<file path="config.mk">
export PLATFORM = sky130hd
export DESIGN_NAME = multi_digit_display
export DESIGN_NICKNAME = d
export VERILOG_FILES = /design/src/rtl/seg_pkg.sv /design/src/rtl/seg_digit_decode.sv /design/src/rtl/multi_digit_display.sv
export SDC_FILE = /design/constraint.sdc
export NUM_CORES = 1
export LEC_CHECK = 0
export CORE_UTILIZATION = 60
export DETAILED_ROUTE_END_ITERATION = 8
export GPL_TIMING_DRIVEN = 0
export PLACE_DENSITY = 0.94
export SETUP_SLACK_MARGIN = 0.3
export SLEW_MARGIN = 10
export SYNTH_ARGS = -nofsm -noshare
export SYNTH_HDL_FRONTEND = slang
export SYNTH_SLANG_ARGS = --single-unit
</file>
<file path="constraint.sdc">
create_clock -name clk -period 3.8 [get_ports clk]
set_clock_uncertainty 0.1 [all_clocks]
set_input_delay 0.38 -clock clk [delete_from_list [all_inputs] [get_ports clk]]
set_output_delay 0.38 -clock clk [all_outputs]
set_load 0.02 [all_outputs]
</file>
<file path="src/rtl/seg_pkg.sv">
`timescale 1ns/1ps
// Shared seven-segment constants, display FSM state type and a
// compile-time power-of-ten helper for the overflow limit.
package seg_pkg;

  localparam logic [6:0] SEG_0     = 7'h3F;
  localparam logic [6:0] SEG_1     = 7'h06;
  localparam logic [6:0] SEG_2     = 7'h5B;
  localparam logic [6:0] SEG_3     = 7'h4F;
  localparam logic [6:0] SEG_4     = 7'h66;
  localparam logic [6:0] SEG_5     = 7'h6D;
  localparam logic [6:0] SEG_6     = 7'h7D;
  localparam logic [6:0] SEG_7     = 7'h07;
  localparam logic [6:0] SEG_8     = 7'h7F;
  localparam logic [6:0] SEG_9     = 7'h6F;
  localparam logic [6:0] SEG_BLANK = 7'h00;
  localparam logic [6:0] SEG_DASH  = 7'h40;

  typedef enum logic {
    ST_IDLE    = 1'b0,
    ST_CONVERT = 1'b1
  } state_e;

  function automatic logic [31:0] pow10(input int n);
    logic [31:0] p;
    p = 32'd1;
    for (int k = 0; k < n; k++) p = p * 32'd10;
    return p;
  endfunction

endpackage

</file>
<file path="src/rtl/seg_digit_decode.sv">
`timescale 1ns/1ps
// Combinational BCD nibble to seven-segment pattern (bits 6..0 = g..a).
// Non-decimal nibbles produce a dark digit.
module seg_digit_decode
  import seg_pkg::*;
(
  input  logic [3:0] nibble_i,
  output logic [6:0] seg_o
);

  always_comb begin
    seg_o = SEG_BLANK;
    case (nibble_i)
      4'd0:    seg_o = SEG_0;
      4'd1:    seg_o = SEG_1;
      4'd2:    seg_o = SEG_2;
      4'd3:    seg_o = SEG_3;
      4'd4:    seg_o = SEG_4;
      4'd5:    seg_o = SEG_5;
      4'd6:    seg_o = SEG_6;
      4'd7:    seg_o = SEG_7;
      4'd8:    seg_o = SEG_8;
      4'd9:    seg_o = SEG_9;
      default: seg_o = SEG_BLANK;
    endcase
  end

endmodule

</file>
<file path="src/rtl/multi_digit_display.sv">
`timescale 1ns/1ps
// Multiplexed decimal display: sequential double-dabble conversion of a
// binary value, atomic display update, and a free-running digit scanner.
module multi_digit_display
  import seg_pkg::*;
#(
  parameter int DIGITS   = 4,
  parameter int VALUE_W  = 14,
  parameter int SCAN_DIV = 1000
) (
  input  logic               clk,
  input  logic               rst_n,
  input  logic [VALUE_W-1:0] value,
  input  logic               load,
  input  logic               blank_lz,
  input  logic [DIGITS-1:0]  dp_mask,
  output logic [7:0]         segment_data,
  output logic [DIGITS-1:0]  digit_sel,
  output logic               busy,
  output logic               done
);

  localparam int BCD_W = 4 * DIGITS;
  localparam int CNT_W = $clog2(VALUE_W);
  localparam int PRE_W = (SCAN_DIV > 1) ? $clog2(SCAN_DIV) : 1;
  localparam int IDX_W = (DIGITS > 1) ? $clog2(DIGITS) : 1;
  localparam logic [31:0] MAX_VAL = pow10(DIGITS) - 32'd1;

  state_e             state_q, state_d;
  logic [CNT_W-1:0]   step_q, step_d;
  logic [VALUE_W-1:0] shift_q, shift_d;
  logic [BCD_W-1:0]   bcd_q, bcd_d, bcd_adj;
  logic               ovf_pend_q, ovf_pend_d;
  logic [BCD_W-1:0]   disp_q, disp_d;
  logic               ovf_q, ovf_d;
  logic               done_q, done_d;
  logic [PRE_W-1:0]   pre_q, pre_d;
  logic [IDX_W-1:0]   idx_q, idx_d;
  logic [7:0]         seg_q, seg_d;
  logic [DIGITS-1:0]  sel_q, sel_d;

  logic [DIGITS-1:0]  nib_zero;
  logic [DIGITS-1:0]  upper_zero;
  logic               zero_run;
  logic [3:0]         cur_nibble;
  logic [6:0]         cur_dec;

  generate
    for (genvar gi = 0; gi < DIGITS; gi++) begin : g_nib_zero
      assign nib_zero[gi] = (disp_q[4*gi +: 4] == 4'd0);
    end
  endgenerate

  // upper_zero[i]: this digit and every more significant digit are zero
  always_comb begin
    upper_zero = '0;
    zero_run   = 1'b1;
    for (int k = DIGITS - 1; k >= 0; k--) begin
      zero_run      = zero_run & nib_zero[k];
      upper_zero[k] = zero_run;
    end
  end

  always_comb begin
    state_d    = state_q;
    step_d     = step_q;
    shift_d    = shift_q;
    bcd_d      = bcd_q;
    ovf_pend_d = ovf_pend_q;
    disp_d     = disp_q;
    ovf_d      = ovf_q;
    done_d     = 1'b0;
    bcd_adj    = bcd_q;
    for (int k = 0; k < DIGITS; k++) begin
      if (bcd_q[4*k +: 4] >= 4'd5) bcd_adj[4*k +: 4] = bcd_q[4*k +: 4] + 4'd3;
    end
    case (state_q)
      ST_IDLE: begin
        if (load) begin
          state_d    = ST_CONVERT;
          step_d     = '0;
          shift_d    = value;
          bcd_d      = '0;
          ovf_pend_d = (32'(value) > MAX_VAL);
        end
      end
      ST_CONVERT: begin
        bcd_d   = {bcd_adj[BCD_W-2:0], shift_q[VALUE_W-1]};
        shift_d = {shift_q[VALUE_W-2:0], 1'b0};
        step_d  = step_q + 1'b1;
        // Final shift lands straight in the display registers
        if (step_q == CNT_W'(VALUE_W - 1)) begin
          state_d = ST_IDLE;
          disp_d  = bcd_d;
          ovf_d   = ovf_pend_q;
          done_d  = 1'b1;
        end
      end
      default: state_d = ST_IDLE;
    endcase
  end

  seg_digit_decode u_decode (
    .nibble_i (cur_nibble),
    .seg_o    (cur_dec)
  );

  always_comb begin
    pre_d = pre_q + 1'b1;
    idx_d = idx_q;
    if (pre_q == PRE_W'(SCAN_DIV - 1)) begin
      pre_d = '0;
      idx_d = (idx_q == IDX_W'(DIGITS - 1)) ? '0 : idx_q + 1'b1;
    end
    cur_nibble = disp_q[{idx_q, 2'b00} +: 4];
    if (ovf_q)
      seg_d[6:0] = SEG_DASH;
    else if (blank_lz && (idx_q != '0) && upper_zero[idx_q])
      seg_d[6:0] = SEG_BLANK;
    else
      seg_d[6:0] = cur_dec;
    seg_d[7] = dp_mask[idx_q];
    sel_d    = DIGITS'(1) << idx_q;
  end

  always_ff @(posedge clk) begin
    if (!rst_n) begin
      state_q    <= ST_IDLE;
      step_q     <= '0;
      shift_q    <= '0;
      bcd_q      <= '0;
      ovf_pend_q <= 1'b0;
      disp_q     <= '0;
      ovf_q      <= 1'b0;
      done_q     <= 1'b0;
      pre_q      <= '0;
      idx_q      <= '0;
      seg_q      <= 8'h00;
      sel_q      <= '0;
    end else begin
      state_q    <= state_d;
      step_q     <= step_d;
      shift_q    <= shift_d;
      bcd_q      <= bcd_d;
      ovf_pend_q <= ovf_pend_d;
      disp_q     <= disp_d;
      ovf_q      <= ovf_d;
      done_q     <= done_d;
      pre_q      <= pre_d;
      idx_q      <= idx_d;
      seg_q      <= seg_d;
      sel_q      <= sel_d;
    end
  end

  assign busy         = (state_q == ST_CONVERT);
  assign done         = done_q;
  assign segment_data = seg_q;
  assign digit_sel    = sel_q;

endmodule

</file>
# --- After elaboration in Yosys (flattened, before gate mapping) ---
# Memories as Yosys holds them, arrays and structs flattened.
# Index checks and enable logic that the tools add are counted.
totals:
  register_bits: 78
  out_inout_bits: 14
  word_cells: 71
  mem_bits_ro: 112
  memories: 1
memory_table:
  columns: ["memory", "depth", "word_bits", "read_ports", "rd_ports_with_merged_regs", "write_ports", "line", "rtl"]
  rows:
  - ["(no name shown)", 16, 7, 1, 0, 0, "seg_digit_decode.sv:13", "case (nibble_i)"]
classes:
  shift: 2
  addsub: 7
  reduce_logical: 12
  mux: 21
  eq_ne: 4
  n_bitwise: 5
  magnitude_cmp: 6
op_table:
  columns: ["cell", "n"]
  rows:
  - ["one-hot mux 16 bit (2 select lines)", 1]
  - ["one-hot mux 14 bit (2 select lines)", 1]
  - ["greater-or-equal comparator 4 x 3 -> 1 bit (second input constant)", 4]
  - ["logical NOT 4 bit", 4]
  - ["two-way mux 16 bit", 1]
  - ["two-way mux 4 bit", 4]
  - ["indexed part select 16 x 5 -> 4 bit", 1]
  - ["> comparator 14 bit (second input constant)", 1]
  - ["two-way mux 14 bit", 1]
  - ["two-way mux 7 bit", 2]
  - ["adder 4 x 2 -> 4 bit (second input constant)", 3]
  - ["adder 10 x 1 -> 10 bit (second input constant)", 1]
  - ["== test 10 bit (second input constant)", 1]
  - ["one-hot mux 4 bit (2 select lines)", 1]
  - ["AND reduction 2 bit", 3]
  - ["two-way mux 1 bit", 5]
  - ["adder 4 x 1 -> 4 bit (second input constant)", 1]
  - ["binary-select mux 1 bit (select 2 bit)", 2]
  - ["== test 4 bit (second input constant)", 1]
  - ["<< shifter 1 x 2 -> 4 bit (first input constant)", 1]
  - ["adder 3 x 2 -> 3 bit (second input constant)", 1]
  - ["AND 1 bit", 3]
  - ["< comparator 2 x 3 -> 1 bit (second input constant)", 1]
  - ["two-way mux 3 bit", 1]
  - ["10 further kinds", 12]

# --- Logic depth before layout (Yosys ltp) ---
# Gate-level depths: netlist of run 1.
depth:
  depth_word: 9
  depth_mapped: 8
  mapped_depth_nobuf: 7

# --- By module ---
# A second synthesis of run 1 with hierarchy kept.
unflattened:
  cells_unflattened: 418
  hier_area_um2: 3664.8
by_module_without_submodules:
  columns: ["mod", "seq_area_each_um2", "cells_each", "area_each_um2", "n_inst"]
  rows:
  - ["multi_digit_display", 1561.5, 388, 3447.1, 1]
  - ["seg_digit_decode", 0.0, 30, 217.7, 1]

# --- Worst setup path before layout of run 1 ---
# Ideal clock, no wire load.
synth_path:
  kind: "register to register"
  start: "reg idx_q[1]"
  end: "reg seg_q[3], in the netlist segment_data[3]"
  path_stages_with_launch: 7
  period_less_slack_ns: 1.821
  arrival_ns: 1.583
  n_path_buf: 1
  path_slack_ns: 1.979
  path_cell_list: "dfxtp_1 buf_6 mux4_2 inv_1 ha_1 o21ai_0 a21oi_1"
synth_via:
  elab_chain_len: 4
  word_cells_on_any_way: 8
  cone_classes: "shift: 1; mux: 2; reduce/logical: 4; memory: 1"
synth_lines:
  columns: ["element", "line", "rtl"]
  rows:
  - ["start, declared", "multi_digit_display.sv:38", "logic [IDX_W-1:0] idx_q, idx_d;"]
  - ["start signal, assigned", "multi_digit_display.sv:150", "idx_q <= idx_d;"]
  - ["branches (longest 4 deep; another with memory (16 x 7 bit))", null, null]
  - ["end signal, assigned", "multi_digit_display.sv:151", "seg_q <= seg_d;"]
  - ["end, declared", "multi_digit_display.sv:39", "logic [7:0] seg_q, seg_d;"]
# Parallel ways; which one is timed is not known. The select of a mux whose other input is x is not followed.
# A chain may end at the register's enable or synchronous reset.

# --- Worst setup path after layout of run 1 ---
# Same ends and word-level chain as after synthesis.

==> results of run 1 <==
-- synthesized netlist by cell type (all sizes together) --
| master | count | area [µm²] |
|---|---|---|
| o211ai | 1 | 7.51 |
| mux4 | 3 | 67.6 |
| a21o | 4 | 30.0 |
| ha | 19 | 238 |
| buf | 9 | 61.3 |
| o311ai | 1 | 16.3 |
| xnor2 | 6 | 52.6 |
| and4 | 1 | 8.76 |
| mux2 | 1 | 11.3 |
| inv | 19 | 71.3 |
| or2 | 1 | 6.26 |
| xor2 | 5 | 43.8 |
| nor2 | 19 | 71.3 |
| clkbuf | 16 | 70.1 |
| o211a | 7 | 70.1 |
| nor2b | 23 | 144 |
| or4 | 1 | 7.51 |
| nand3b | 1 | 7.51 |
| dfxtp | 78 | 1560 |
| o41ai | 1 | 8.76 |
| nor3 | 11 | 60.1 |
| nand4b | 1 | 8.76 |
| nand4 | 3 | 25.0 |
| and3 | 4 | 26.3 |
| or2b | 1 | 8.76 |
| nand2 | 55 | 206 |
| a311oi | 1 | 8.76 |
| o21a | 4 | 30.0 |
| nor3b | 10 | 75.1 |
| a32oi | 4 | 35.0 |
| nor4 | 4 | 25.0 |
| a21oi | 29 | 149 |
| nand3 | 9 | 45.0 |
| o21ai | 24 | 120 |
| and2 | 17 | 106 |
| mux2i | 23 | 230 |
| nand2b | 4 | 25.0 |
| a21boi | 11 | 82.6 |
| or3 | 2 | 13.8 |
| a22oi | 2 | 15.0 |
-- layer usage --
layer / track usage, % / part of all wire [%] / vias to the layer above
met5: 0 / 0 / -
met3: 6.81 / 5.0 / 20
met2: 48.0 / 49 / 93
li1: - / - / 1594
met1: 32.9 / 44 / 1494
met4: 11.2 / 2.2 / 0
-- worst min path at each step --
stage              from        to  slack (ns)  cells past startpoint
4_1_cts        pre_q[0]  pre_q[0]        0.38                      1
2_1_floorplan  pre_q[0]  pre_q[0]        0.32                      1
3_3_place_gp   pre_q[0]  pre_q[0]        0.33                      1
5_1_grt        pre_q[0]  pre_q[0]        0.40                      1
3_5_place_dp   pre_q[0]  pre_q[0]        0.34                      1
6_report       pre_q[0]  pre_q[0]        0.38                      1
-- per-stage QoR --
step | setup WS (ns) | cells | utilization, % | cell area (µm²)
2_1_floorplan | 1.98 | 435 | - | 3850
3_3_place_gp | 1.65 | 545 | 70.9 | 4300
3_5_place_dp | 1.57 | 545 | 70.9 | 4300
4_1_cts | 1.80 | 561 | 74.5 | 4520
5_1_grt | 1.69 | 561 | 74.5 | 4520
6_report | 1.80 | 561 | 74.5 | 4520
-- where the power goes --
| part | internal [µW] | switching, µW | total, µW |
|---|---|---|---|
| combinational | 64.1 | 69.0 | 133 |
| clock | 375 | 324 | 698 |
| sequential | 836 | 10.7 | 847 |
-- layout make-up --
class,count,area [µm²]
clock inverter,6,92.6
tap,75,93.8
timing repair buffer,35,350
buffer,25,131
inverter,19,71.3
sequential,78,1560
multi-input combinational,313,2090
fill,442,1550
clock buffer,10,128
-- state kept, by name, indices dropped and copies added (netlist names) --
signal and flops:
busy 1, disp_q 16, ovf_q 1, bcd_q 16, idx_q 2, digit_sel 4
ovf_pend_q 1, step_q 4, pre_q 10, shift_q 14, segment_data 8, done 1
-- worst register-to-register path, stage by stage, from the launching register on --
cell and delay [ns]:
dfxtp_1 0.37, buf_6 0.16, mux4_2 0.56, inv_1 0.15, ha_1 0.27, o21ai_0 0.17
a21oi_1 0.09
-- cells by family after synthesis --
| group | synth area share, % |
|---|---|
| muxes | 8.02 |
| adders and majority gates | 6.17 |
| and+or+nand+nor | 22.6 |
| DFF | 40.5 |
| xor gates and xnor gates | 2.50 |
| AOI/OAI and AO/OA | 14.9 |
| buffers and inverters | 5.26 |
==> results_dict.tcl, run 1 <==
set metrics [dict create \
    outcome "complete, no violations" \
    route.vias.total 3201 \
    worst_pin_slew_ns 0.731 \
    slowest_delay_ns 0.56 \
    startpoint "idx_q[1]" \
    slew_viol_final 0 \
    critical_path.endpoint "segment_data[3]" \
    n_antenna_cell 0 \
    r2r_start "idx_q[1]" \
    finalNetCount 522 \
    crit_arrival_ns 2.13 \
    io_pins 36 \
    syn_avg_cell_area_um2 8.85 \
    max-slew-margin-rel_pct 51.3 \
    clock_path_buffers 2 \
    syn2layout_area_growth_pct 17.3 \
    layout_commonest_cell "dfxtp_1" \
    tritoncts "yes" \
    setup_viol_count_final 0 \
    path_cells "buf_6 -> mux4_2 -> inv_1 -> ha_1 -> o21ai_0 -> a21oi_1" \
    path_clk_slew_ns 0.09 \
    max_freq_ghz 0.499 \
    dieArea_mm2 0.00674 \
    min_period_ns 2.00 \
    final_cell_mix "dfxtp_1, nand2_1, clkdlybuf4s50_1, a21oi_1, o21ai_0" \
    portBuffers 35 \
    initial_core_util_pct 63.5 \
    yosysWarnings 0 \
    row_count 28 \
    gp_congestion 0.881 \
    power_density_mw_per_mm2 372 \
    hold_viol_final 0 \
    cp_slowest_cell "mux4_2" \
    crit_family "multiplexers" \
    hpwl_um 6020 \
    overflow 0 \
    synth-seq-cells 78 \
    worstPathRequired_ns 3.93 \
    peakVddDrop_uv 315 \
    cts.repair.resized 0 \
    clk_latency_ns 0.37 \
    grt_pass1_wl_um 14000 \
    synthCells 435 \
    worst-path-buf-inv 2 \
    total_power_uw 1680 \
    hp-class "register to register" \
    die_h_um 82.1 \
    cts_setup_buffers 0 \
    wirelength_um 8330 \
    grt_pass1_vias 3033 \
    drt-initial-drc-count 127 \
    reg2reg_to "segment_data[3]" \
    core_area_mm2 0.00606 \
    cts_sinks 78 \
    crit_cells 6 \
    reg2reg_slack_ns 1.80 \
    vias_per_cell 5.71 \
    synth.distinct_cells 49 \
    drtAntennaViolNets 0 \
    ys_seq_area_share_pct 40.5 \
    antenna_found_initial 0 \
    die_w_um 82.1 \
    synth_area_mm2 0.00385 \
    p_leak_uw 0.00182 \
    critical_path_class "register to register" \
    critPathLaunchType "register" \
    syn-num-nets 476 \
    finalCritPeriodShare_pct 52.7 \
    cap_viol_max_count 0 \
    rsz0062_at_grt "false" \
    htreeDepth 3 \
    critPathMaxFanout 9 \
    grtUsageTotal_pct 27.8 \
    setup_tns_ns 0 \
    wl_per_cell_um 14.8 \
    holdWs_ns 0.379 \
    cts_hold_buf 0 \
    cp-end-kind "register" \
    drcViolationCount 0 \
    grt_max_degree 15 \
    root_buffer "clkbuf_8" \
    cts-buffers-inserted 9 \
    drive_gt1_share_pct 7.41 \
    rr_worst_depth 6 \
    drt-pass1-iter-count 4 \
]
Power figures use the tool's default switching activity.
==> run 2: changes to the inputs <==
CORE_UTILIZATION = 52   (was 60)
PLACE_DENSITY = 0.87   (was 0.94)
clock period = 1.8 ns   (was 3.8 ns; I/O delays follow)
==> run 2 against run 1 <==
Compared with the run above:
- the run now ends with setup timing left
- combinational power rose by 150%
- wire length rose by 38%
- clock power rose by 99%
- non-clock buffer count rose by 30
- total power rose by 110%
- cell count rose by 9.6%
- critical path depth rose by 2
- register-to-register slack got worse by 1.9 ns
- sequential share of layout area fell by 5.1 points
- maximum frequency rose by 7.7%
- critical path type unchanged
- largest cell class unchanged
==> results_dict.tcl, run 2 (synthesis results as in run 1) <==
set metrics [dict create \
    max-slew-margin-rel_pct 63.0 \
    antenna_found_initial 0 \
    cts_sinks 78 \
    core_area_mm2 0.00721 \
    placed_cells 569 \
    min_period_ns 1.86 \
    gp_congestion 0.885 \
    row_count 31 \
    htreeDepth 3 \
    die_h_um 88.1 \
    route.vias.total 3624 \
    n_antenna_cell 0 \
    hold_viol_final 0 \
    p_leak_uw 0.00216 \
    largestRegisters "bcd_q (16), disp_q (16), shift_q (14)" \
    rr_worst_depth 8 \
    die_w_um 88.1 \
    finalNetCount 552 \
    grt_max_degree 16 \
    whs_path_depth 3 \
    clk_latency_ns 0.37 \
    peakVddDrop_uv 469 \
    fin_cells 615 \
    cp-end-kind "register" \
    tritoncts "yes" \
    layout_commonest_cell "dfxtp_1" \
    drt-pass1-iter-count 5 \
    finalCritPeriodShare_pct 103 \
    critical_path_class "register to register" \
    portBuffers 35 \
    hp-class "primary input to register" \
    crit_arrival_ns 2.07 \
    grtUsageTotal_pct 25.4 \
    root_buffer "clkbuf_8" \
    violations "setup timing" \
    wirelength_um 11500 \
    overflow 0 \
    outcome "finished with violations" \
    clock_path_buffers 2 \
    path_clk_slew_ns 0.09 \
    max_freq_ghz 0.538 \
    critPathLaunchType "register" \
    cts-buffers-inserted 9 \
    rsz0062_at_grt "true" \
    total_power_uw 3500 \
    io_pins 36 \
    drcViolationCount 0 \
    grt_pass1_vias 3267 \
    vias_per_cell 5.89 \
    worst_pin_slew_ns 0.555 \
    dieArea_mm2 0.00775 \
    critPathMaxFanout 5 \
    cap_viol_max_count 0 \
    final_cell_mix "dfxtp_1, nand2_1, buf_4, nor2b_1" \
    power_density_mw_per_mm2 642 \
    syn2layout_area_growth_pct 41.6 \
    grt_pass1_wl_um 15000 \
    hpwl_um 5990 \
    layout_setup_ws_ns -0.0592 \
    drive_gt1_share_pct 32.9 \
    worstPathRequired_ns 2.01 \
    slew_viol_final 0 \
    wl_per_cell_um 18.7 \
    drt-initial-drc-count 333 \
    drtAntennaViolNets 0 \
    initial_core_util_pct 53.4 \
    setup_viol_count_final 3 \
]
## run 2: cell types whose count changed in the layout (fill, tap and decap cells not counted), sizes merged
cell | before | now
dlygate4sd2 | 0 | 14
clkdlybuf4s50 | 35 | 21
clkbuf | 26 | 23
bufinv | 2 | 1
inv | 21 | 22
clkinv | 0 | 3
clkinvlp | 2 | 0
buf | 9 | 41
## run 2: final cells by class
| type | instances | area, µm² |
|---|---|---|
| fill | 446 | 1760 |
| clock inverter | 7 | 78.8 |
| timing repair buffer | 65 | 626 |
| sequential | 78 | 1610 |
| tap | 99 | 124 |
| multi-input combinational | 313 | 2610 |
| inverter | 19 | 86.3 |
| clock buffer | 9 | 124 |
| buffer | 25 | 190 |
## run 2: critical path: stages (launching register included)
cell     delay, ns
dfxtp_2       0.34
buf_6         0.11
mux4_2        0.58
inv_4         0.13
ha_4          0.14
inv_2         0.03
mux2i_1       0.18
a21oi_1       0.10
nor2_1        0.08
## run 2: per-stage QoR
stage / util (%) / instance area (µm²) / setup slack, ns / hold WS (ns) / setup TNS, ns
final: 75.6 / 5450 / -0.0592 / 0.332 / -0.112
after global routing: 75.6 / 5450 / -0.193 / 0.371 / -0.559
after CTS: 68.6 / 4950 / 0.0115 / 0.325 / 0
after detailed placement: 60.9 / 4390 / -0.228 / 0.345 / -2.17
after global placement: 60.9 / 4390 / -0.198 / 0.331 / -2.08
after floorplan: - / 3920 / 0.0851 / 0.202 / 0
## run 2: power breakdown
group | switching [µW] | leakage (µW) | internal, µW | total [µW]
Combinational | 173 | 0.00141 | 156 | 329
Clock | 731 | 0.000105 | 658 | 1390
Sequential | 25.9 | 0.000647 | 1760 | 1780
Total | 931 | 0.00216 | 2570 | 3500
## run 2: final timing paths
| kind | slack [ns] | start | endpoint |
|---|---|---|---|
| worst min-delay path | 0.33 | dp_mask[0] | segment_data[7] |
| worst min register to register | 0.38 | ovf_pend_q | ovf_q |
| worst max register to register | -0.06 | idx_q[1] | segment_data[5] |
| worst max-delay path | -0.06 | idx_q[1] | segment_data[5] |
## run 2: layer usage
layer  global-route usage [%]  routed length [µm]  share of wire, %
met1                     30.4                4380                38
met2                     44.9                5880                51
met3                     3.39                 861               7.5
met4                     12.6                 402               3.5
met5                        0                   0                 0
## run 2: timing repair
item / CTS / global route
setup buffers: 13 / 14
hold buffers: 0 / 0
endpoints found under the hold margin: 0 / 0
resized for setup: 93 / 89
cloned: 0 / 3
endpoints found under the setup margin: 77 / 65
pin swaps: 19 / 28
==> run 3: changes to the inputs <==
--- a/config.mk
+++ b/config.mk
@@ -7,6 +7,8 @@
 export LEC_CHECK = 0
-export CORE_UTILIZATION = 52
+export CELL_PAD_IN_SITES_DETAIL_PLACEMENT = 1
+export CELL_PAD_IN_SITES_GLOBAL_PLACEMENT = 1
+export CORE_UTILIZATION = 39
 export DETAILED_ROUTE_END_ITERATION = 8
 export GPL_TIMING_DRIVEN = 0
-export PLACE_DENSITY = 0.87
+export PLACE_DENSITY = 0.86
 export SETUP_SLACK_MARGIN = 0.3
==> constraint.sdc (replaced) <==
create_clock -name clk -period 1.8 [get_ports clk]
set_clock_uncertainty 0.1 [all_clocks]
set_input_delay 0.36 -clock clk [delete_from_list [all_inputs] [get_ports clk]]
set_output_delay 0.36 -clock clk [all_outputs]
set_load 0.02 [all_outputs]
==> run 3 against run 2 <==
Compared with the run above:
- the flow still finishes with violations (setup timing)
- critical path type unchanged
- utilization is 18 points lower
- global-route usage is 2.2 points lower
- non-clock buffer count rose by 2
- wire length is 5.8% higher
- cell count grew 5.2%
- highest routed layer unchanged
- setup slack worse by 0.021 ns
- register-to-register slack worse by 0.02 ns
==> results_dict.tcl, run 3 (synthesis results as in run 1) <==
set metrics [dict create \
    grt_max_degree 14 \
    cp-end-kind "register" \
    critical_path_class "register to register" \
    met2_wirelength_um 6550 \
    clock_path_buffers 2 \
    total_power_uw 3470 \
    dieArea_mm2 0.0103 \
    root_buffer "clkbuf_8" \
    worst_pin_slew_ns 0.444 \
    cts_hold_buf 0 \
    p_leak_uw 0.00215 \
    slew_viol_final 0 \
    syn2layout_area_growth_pct 41.6 \
    setup_viol_count_final 4 \
    layout_setup_ws_ns -0.0805 \
    initial_core_util_pct 40.9 \
    crit_arrival_ns 2.07 \
    min_period_ns 1.88 \
    wl_met1_um 4920 \
    finalNetCount 554 \
    layout_commonest_cell "dfxtp_1" \
    drtAntennaViolNets 0 \
    peakVddDrop_uv 339 \
    grt_pass1_vias 3710 \
    cts_sinks 78 \
    wl_per_cell_um 18.9 \
    drt-pass1-iter-count 4 \
    drcViolationCount 0 \
    cap_viol_max_count 0 \
    gp_congestion 0.800 \
    final_cell_mix "dfxtp_1, nand2_1, buf_4, nor2b_1, clkdlybuf4s50_1" \
    max-slew-margin-rel_pct 70.4 \
    htreeDepth 3 \
    hold_viol_final 0 \
    drt-initial-drc-count 82 \
    overflow 0 \
    critPathMaxFanout 5 \
    outcome "finished with violations" \
    critPathLaunchType "register" \
    power_density_mw_per_mm2 637 \
    row_count 35 \
    cts-buffers-inserted 9 \
    wirelength_um 12200 \
    die_h_um 101 \
    rsz0062_at_grt "true" \
    portBuffers 35 \
    hpwl_um 7220 \
    max_freq_ghz 0.532 \
    largestRegisters "bcd_q (16), disp_q (16), shift_q (14)" \
    grt_pass1_wl_um 18300 \
    wl_met3_um 406 \
    worstPathRequired_ns 1.99 \
    violations "setup timing" \
    io_pins 36 \
    grtUsageTotal_pct 23.2 \
    setup_tns_ns -0.128 \
    holdWs_ns 0.346 \
    core_area_mm2 0.00942 \
    n_antenna_cell 0 \
    antenna_found_initial 0 \
    die_w_um 101 \
    route.vias.total 3484 \
    drive_gt1_share_pct 33.8 \
    path_clk_slew_ns 0.08 \
    vias_per_cell 5.38 \
    fillers 1066 \
    hp-class "register to register" \
    tritoncts "yes" \
    top_layer "met4" \
    finalCritPeriodShare_pct 104 \
    clk_latency_ns 0.36 \
]
## run 3: cell count changes in the layout (fill, tap and decap cells not counted), sizes merged
cell           delta
clkdlybuf4s15     +4
dlygate4sd2       -4
inv               -3
buf               +2
clkbuf            +2
clkinvlp          +2
clkdlybuf4s50     -1
clkinv            -1
dlymetal6s2s      +1
## run 3: final timing paths
kind / from / end / slack [ns] / depth (start not counted)
hold / removal: pre_q[0] / pre_q[0] / 0.35 / 1
hold reg to reg: pre_q[0] / pre_q[0] / 0.35 / 1
setup / recovery: idx_q[1] / segment_data[5] / -0.08 / 8
setup reg to reg: idx_q[1] / segment_data[5] / -0.08 / 8
## run 3: repair_timing
item,in CTS,in global routing
endpoints found under the hold margin,0,0
endpoints found under the setup margin,84,73
gates resized for setup,120,79
pin swaps,25,20
gates cloned,0,1
setup buffers,17,14
## run 3: metrics by stage
stage	std cells	util [%]	instance area [µm²]	setup WS [ns]
finish	647	57.9	5450	-0.0805
global route	647	57.9	5450	-0.174
CTS	632	54.1	5100	-0.0411
detailed placement	599	47.1	4430	-0.416
global placement	599	47.1	4430	-0.359
floorplan	435	-	3920	0.0851
## run 3: worst max-delay path, cell delays in order (launching register included)
cell and delay [ns]:
dfxtp_2 0.35, buf_6 0.12, mux4_2 0.59, inv_4 0.13, ha_4 0.14, inv_2 0.03, mux2i_1 0.17, a21oi_1 0.10
nor2_1 0.08
## run 3: report_power, final
| group | internal [µW] | switching [µW] | total, µW |
|---|---|---|---|
| logic | 164 | 181 | 344 |
| registers | 1760 | 28.3 | 1780 |
| clock network | 679 | 665 | 1340 |
| total | 2600 | 874 | 3470 |
## run 3: final cells by class
class	instances	area (µm²)	share of cell area, %
buffer	25	225	4.13
sequential	78	1610	29.6
clock inverter	5	58.8	1.08
tap	129	161	2.96
multi-input combinational	313	2560	47.0
clock buffer	11	141	2.59
inverter	19	86.3	1.58
timing repair buffer	67	602	11.0
## run 3: routing by layer
metal	global-route usage, %	vias to the layer above
li1	-	1649
met1	26.3	1724
met2	43.4	79
met3	4.35	32
met4	8.14	0
met5	0	-
